$ cat src/rtl/if_stage.sv
// Instruction fetch stage.
// Issues single-cycle fetch requests (at most one outstanding), buffers returned
// instructions in a small circular fetch queue and drives the IF/ID pipeline register.
// A redirect flushes the queue, retargets the fetch PC and discards any response that
// is still in flight; hazard-control stall holds the IF/ID register.
module if_stage #(
    parameter logic [31:0] RESET_PC = 32'h0000_0000,
    parameter int unsigned FQ_DEPTH = 2
) (
    input  logic        clk,
    input  logic        rst,
    output logic        imem_req,
    output logic [31:0] imem_addr,
    input  logic        imem_rvalid,
    input  logic [31:0] imem_rdata,
    input  logic        redirect_en,
    input  logic [31:0] redirect_pc,
    input  logic        stall,
    output logic [31:0] if_id_IR,
    output logic [31:0] if_id_PC,
    output logic        if_id_valid_inst
);

    localparam int unsigned PtrW = $clog2(FQ_DEPTH);
    localparam int unsigned CntW = $clog2(FQ_DEPTH + 1);
    localparam logic [CntW:0] DepthOcc = FQ_DEPTH[CntW:0];
    localparam logic [31:0] Nop = 32'h0000_0013;

    // StWait: response will be kept; StDrop: response will be thrown away.
    typedef enum logic [1:0] {
        StReq,
        StWait,
        StDrop
    } state_e;

    state_e state_q, state_d;

    logic [31:0] fetch_pc_q, fetch_pc_d;
    logic [31:0] req_pc_q, req_pc_d;

    logic [PtrW-1:0] rd_ptr_q, rd_ptr_d;
    logic [PtrW-1:0] wr_ptr_q, wr_ptr_d;
    logic [CntW-1:0] fq_cnt_q, fq_cnt_d;
    logic [31:0]     fq_pc_q   [FQ_DEPTH];
    logic [31:0]     fq_inst_q [FQ_DEPTH];

    logic [31:0] if_id_ir_q, if_id_ir_d;
    logic [31:0] if_id_pc_q, if_id_pc_d;
    logic        if_id_valid_q, if_id_valid_d;

    logic          resp_keep;
    logic          fq_push;
    logic          fq_pop;
    logic [CntW:0] occ_after;
    logic          issue;

    // Queue handshake terms; occ_after is the queue count once this cycle's push/pop land.
    always_comb begin
        resp_keep = (state_q == StWait) && imem_rvalid;
        fq_push   = resp_keep && !redirect_en;
        fq_pop    = !redirect_en && !stall && (fq_cnt_q != '0);
        occ_after = {1'b0, fq_cnt_q} + {{CntW{1'b0}}, resp_keep}
                  - {{CntW{1'b0}}, fq_pop};
    end

    // FSM state register.
    always_ff @(posedge clk or posedge rst) begin
        if (rst) begin
            state_q <= StReq;
        end else begin
            state_q <= state_d;
        end
    end

    // FSM next state: redirect overrides normal sequencing and never issues.
    always_comb begin
        state_d = state_q;
        unique case (state_q)
            StReq: begin
                if (issue) begin
                    state_d = StWait;
                end
            end
            StWait: begin
                if (redirect_en) begin
                    // A response arriving in the redirect cycle is simply ignored.
                    state_d = imem_rvalid ? StReq : StDrop;
                end else if (imem_rvalid) begin
                    state_d = issue ? StWait : StReq;
                end
            end
            StDrop: begin
                if (imem_rvalid) begin
                    state_d = StReq;
                end
            end
            default: state_d = StReq;
        endcase
    end

    // FSM output: issue only when the queue can absorb the new response.
    always_comb begin
        issue = 1'b0;
        if (!rst && !redirect_en) begin
            if ((state_q == StReq) || resp_keep) begin
                issue = (occ_after < DepthOcc);
            end
        end
    end

    assign imem_req  = issue;
    assign imem_addr = fetch_pc_q;

    // Fetch PC and PC of the outstanding request.
    always_comb begin
        fetch_pc_d = fetch_pc_q;
        req_pc_d   = req_pc_q;
        if (redirect_en) begin
            fetch_pc_d = redirect_pc & 32'hFFFF_FFFC;
        end else if (issue) begin
            req_pc_d   = fetch_pc_q;
            fetch_pc_d = fetch_pc_q + 32'd4;
        end
    end

    // PC registers.
    always_ff @(posedge clk or posedge rst) begin
        if (rst) begin
            fetch_pc_q <= RESET_PC;
            req_pc_q   <= RESET_PC;
        end else begin
            fetch_pc_q <= fetch_pc_d;
            req_pc_q   <= req_pc_d;
        end
    end

    // Queue pointer/count update; a redirect empties the queue outright.
    always_comb begin
        rd_ptr_d = rd_ptr_q;
        wr_ptr_d = wr_ptr_q;
        fq_cnt_d = fq_cnt_q;
        if (redirect_en) begin
            rd_ptr_d = '0;
            wr_ptr_d = '0;
            fq_cnt_d = '0;
        end else begin
            if (fq_push) begin
                wr_ptr_d = wr_ptr_q + PtrW'(1);
            end
            if (fq_pop) begin
                rd_ptr_d = rd_ptr_q + PtrW'(1);
            end
            if (fq_push && !fq_pop) begin
                fq_cnt_d = fq_cnt_q + CntW'(1);
            end else if (!fq_push && fq_pop) begin
                fq_cnt_d = fq_cnt_q - CntW'(1);
            end
        end
    end

    // Queue control registers.
    always_ff @(posedge clk or posedge rst) begin
        if (rst) begin
            rd_ptr_q <= '0;
            wr_ptr_q <= '0;
            fq_cnt_q <= '0;
        end else begin
            rd_ptr_q <= rd_ptr_d;
            wr_ptr_q <= wr_ptr_d;
            fq_cnt_q <= fq_cnt_d;
        end
    end

    // Queue storage; contents are don't-care while count is zero, so no reset.
    always_ff @(posedge clk) begin
        if (fq_push) begin
            fq_pc_q[wr_ptr_q]   <= req_pc_q;
            fq_inst_q[wr_ptr_q] <= imem_rdata;
        end
    end

    // IF/ID next state: redirect > stall > pop head > bubble.
    always_comb begin
        if_id_ir_d    = if_id_ir_q;
        if_id_pc_d    = if_id_pc_q;
        if_id_valid_d = if_id_valid_q;
        if (redirect_en) begin
            if_id_valid_d = 1'b0;
        end else if (stall) begin
            if_id_valid_d = if_id_valid_q;
        end else if (fq_cnt_q != '0) begin
            if_id_ir_d    = fq_inst_q[rd_ptr_q];
            if_id_pc_d    = fq_pc_q[rd_ptr_q];
            if_id_valid_d = 1'b1;
        end else begin
            if_id_valid_d = 1'b0;
        end
    end

    // IF/ID pipeline register.
    always_ff @(posedge clk or posedge rst) begin
        if (rst) begin
            if_id_ir_q    <= Nop;
            if_id_pc_q    <= 32'h0000_0000;
            if_id_valid_q <= 1'b0;
        end else begin
            if_id_ir_q    <= if_id_ir_d;
            if_id_pc_q    <= if_id_pc_d;
            if_id_valid_q <= if_id_valid_d;
        end
    end

    assign if_id_IR         = if_id_ir_q;
    assign if_id_PC         = if_id_pc_q;
    assign if_id_valid_inst = if_id_valid_q;

endmodule

$ cat config.mk
export PLATFORM = sky130hd
export DESIGN_NAME = if_stage
export DESIGN_NICKNAME = d
export VERILOG_FILES = /design/src/rtl/if_stage.sv
export SDC_FILE = /design/constraint.sdc
export NUM_CORES = 1
export LEC_CHECK = 0
export CAP_MARGIN = 20
export CORE_ASPECT_RATIO = 1.2
export CORE_MARGIN = 8
export CORE_UTILIZATION = 48
export CTS_CLUSTER_SIZE = 20
export DETAILED_ROUTE_END_ITERATION = 10
export HOLD_SLACK_MARGIN = 0.02
export PLACE_DENSITY = 0.78
export SYNTH_ARGS = -nofsm -noshare
export SYNTH_HDL_FRONTEND = slang
export SYNTH_SLANG_ARGS = --single-unit
$ cat constraint.sdc
create_clock -name clk -period 6.1 [get_ports clk]
set_input_delay 1.22 -clock clk [delete_from_list [all_inputs] [get_ports clk]]
set_output_delay 1.22 -clock clk [all_outputs]
set_load 0.01 [all_outputs]
==> impl_metrics.yaml <==
status:
  outcome: "finished, final reports clean"
setup_path:
  cp_max_fo: 5
  rr_worst_depth: 11
  crit_path_end_kind: "output pin"
  critPathArrivalTime_ns: 4.50
  regToRegSetupSlack_ns: 2.40
  cp.required_ns: 4.88
  path_class: "in2out"
  reg2reg_to: "imem_addr[24]$_DFFE_PP0P_"
  critPathLaunch: "stall"
  critPathLaunchType: "input pin"
  timing.rr.start: "fq_cnt_q[0]$_DFFE_PP0P_"
  endpoint: "imem_req"
timing:
  setup_viol: 0
  setup_ws_ns: 0.378
  fmax_mhz: 175
  drv_slew: 0
  post-route-period-util: 0.938
  rsz0062_at_grt: "no"
  fin_crit_ns: 5.72
  relSlewSlack: 0.430
  hold_violations: 0
  worstMarginPinSlew_ns: 0.834
  finClkSkew_ns: 0.0179
  tns_ns: 0
synthesis:
  syn-cell-area_mm2: 0.0100
  synth_common_cells: "nand2_1, dfrtp_1, edfxtp_1"
  synth_top_family_by_area: "simple AND/OR/NAND/NOR gates"
  synthSimpleGateAreaFrac: 0.123
  synth-compound-area-share: 0.0821
  async_flop_share: 0.510
  ys.flop_type: "dfrtp_1"
  yosysMostFrequentCell: "nand2_1"
  synth_top_area_frac: 0.373
  synthDistinctLibCells: 54
  syn_inst: 790
  synth_fa_ha_area_frac: 0.00451
  yosys.area.top_type: "edfxtp_1"
  synth-edff-count: 124
  yosys-top-cells-area: "edfxtp_1, dfrtp_1, nand2_1, mux2i_1, o21ai_0"
  synth-xor-area-share: 0.00350
  synthMuxAreaShare: 0.0632
  synth_seq_cells: 253
  ys_seq_area_frac: 0.696
  avgSynthCellArea_um2: 12.7
  yosysWarnings: 0
routing:
  first_pass_iters: 5
  routed_wirelength_mm: 23.4
  wire_per_inst_um: 19.0
  ant_nets: 0
  drt_iter0_markers: 413
  viasPerCell: 5.50
  route.detailed.drc: 0
  vias: 6750
grt:
  grt_max_degree: 129
  grt_pass1_vias: 6845
  overflow: 0
  grt_pass1_wl_mm: 36.8
  antenna_found_initial: 0
  grt_usage: 0.179
cts:
  cts-root-buf: "clkbuf_16"
  cts_tree: "built"
  cts_resized: 0
  cts-hold-fix-buffers: 0
  h-tree-depth: 1
  clk_pin_slew_ns: 0.06
  cts_buffer_depth: 3
  clock_latency_ns: 0.52
  clock_sinks: 253
  cts_buffers: 24
  post_cts_buffers: 0
pwr:
  p_leak_nw: 4.89
  powerDensity_mw_per_mm2: 386
  vdd_ir_drop_max_mv: 0.208
min_path:
  hp-class: "reg2reg"
  holdPathStages: 0
die:
  pin_count: 167
  start_util: 0.483
  die_area_mm2: 0.0257
  rows: 58
  die_h_um: 174
  fp.coreArea_mm2: 0.0207
  die_x_um: 148
final_layout:
  num-fill-cells: 1599
  layout-drive-gt1-share: 0.0637
  syn_to_final_growth_pct: 27.1
  antennaDiodeCount: 0
  nets: 1012
  fin_area_mm2: 0.0127
  fin_util: 0.615
run:
  maxCapViolCount: 0
placed_design:
  dp_slack_ns: 0.384
  numPortBuffers: 160
  dp.final_hpwl_mm: 14.8
  placed_cell_area_mm2: 0.0119
  gp_congestion: 0.857
[cells in the final DEF, fill, tap and decap left out, drive strengths merged, types with 3 or more instances in the layout]
master,Yosys,final
nand4,10,10
bufinv,0,3
o311ai,7,7
a221o,4,4
nor2,9,9
conb,1,4
nand3,26,26
and4,3,3
nor4,7,7
nand2,173,173
clkinv,0,4
nor3,4,4
nor2b,4,4
dfrtp,126,126
edfxtp,124,124
and3,4,4
o31ai,4,4
a21oi,5,5
mux2i,62,62
inv,13,13
a22oi,7,7
or3,5,5
clkbuf,31,36
dfstp,3,3
o21ai,82,82
or4,15,15
buf,20,13
o211ai,7,7
xor2,3,3
clkdlybuf4s50,0,159
[worst min-delay path by stage]
stage,from,to,slack (ns)
detailed placement,req_pc_q[16]$_DFFE_PP0P_,fq_pc_q[1][16]$_DFFE_PP_,0.45
floorplan,req_pc_q[10]$_DFFE_PP0P_,fq_pc_q[0][10]$_DFFE_PP_,0.44
finish,req_pc_q[23]$_DFFE_PP0P_,fq_pc_q[0][23]$_DFFE_PP_,0.47
global placement,req_pc_q[23]$_DFFE_PP0P_,fq_pc_q[0][23]$_DFFE_PP_,0.45
global route,req_pc_q[10]$_DFFE_PP0P_,fq_pc_q[1][10]$_DFFE_PP_,0.48
CTS,req_pc_q[16]$_DFFE_PP0P_,fq_pc_q[0][16]$_DFFE_PP_,0.47
[layout make-up]
class / count / area, um2 / area share
well taps: 270 / 338 / 0.0266
inverters: 13 / 53.8 / 0.00423
flip-flops and latches: 253 / 6960 / 0.548
clock inverters: 8 / 116 / 0.00916
repair buffers: 172 / 1730 / 0.136
clock buffers: 36 / 707 / 0.0556
multi-input cells: 476 / 2810 / 0.221
[worst max-delay path: stages]
cell             delay, ns
clkdlybuf4s50_1       0.56
nor2_1                0.10
o21ai_4               0.07
inv_1                 0.05
ha_1                  0.27
nand2b_1              0.15
fa_1                  0.48
or4b_4                0.49
or3_2                 0.46
inv_2                 0.11
clkdlybuf4s50_1       0.54
[metrics by stage]
stage | hold slack, ns | power [mW] | std cells
5_1_grt | 0.484 | 5.14 | 1228
6_report | 0.467 | 4.90 | 1228
4_1_cts | 0.467 | 4.96 | 1227
3_5_place_dp | 0.452 | 3.41 | 1183
3_3_place_gp | 0.449 | 3.36 | 1182
2_1_floorplan | 0.442 | 2.75 | 793
[where the power goes]
group / leakage (nW) / internal (mW) / switching, mW
registers: 2.74 / 2.12 / 0.214
clock network: 0.401 / 0.927 / 0.618
logic: 1.75 / 0.547 / 0.473
total: 4.89 / 3.60 / 1.30
[sequential cells by signal (all words and copies together) (netlist names)]
name	flops
wr_ptr_q	1
fq_pc_q	60
rd_ptr_q	1
if_id_PC	30
fq_inst_q	64
req_pc_q	30
if_id_valid_inst	1
fq_cnt_q	2
state_q	2
imem_addr	30
if_id_IR	32
[kinds of logic (layout without fill, tap and decap cells)]
group	after synthesis	in the layout
xor+xnor	4	4
compound gates	134	134
mux	63	63
fa+ha+maj	3	3
other cells	1	4
flops	253	253
buf+inv	64	229
simple gates	268	268
[metal layers]
metal  vias to the layer above  wire length (um)  GRT usage
li1                       3172                 -          -
met1                      3300              9390      0.216
met2                       233             11900      0.310
met3                        45              1440     0.0338
met4                         0               628     0.0711
met5                         -                 0          0
(Power assumes the default switching activity.)
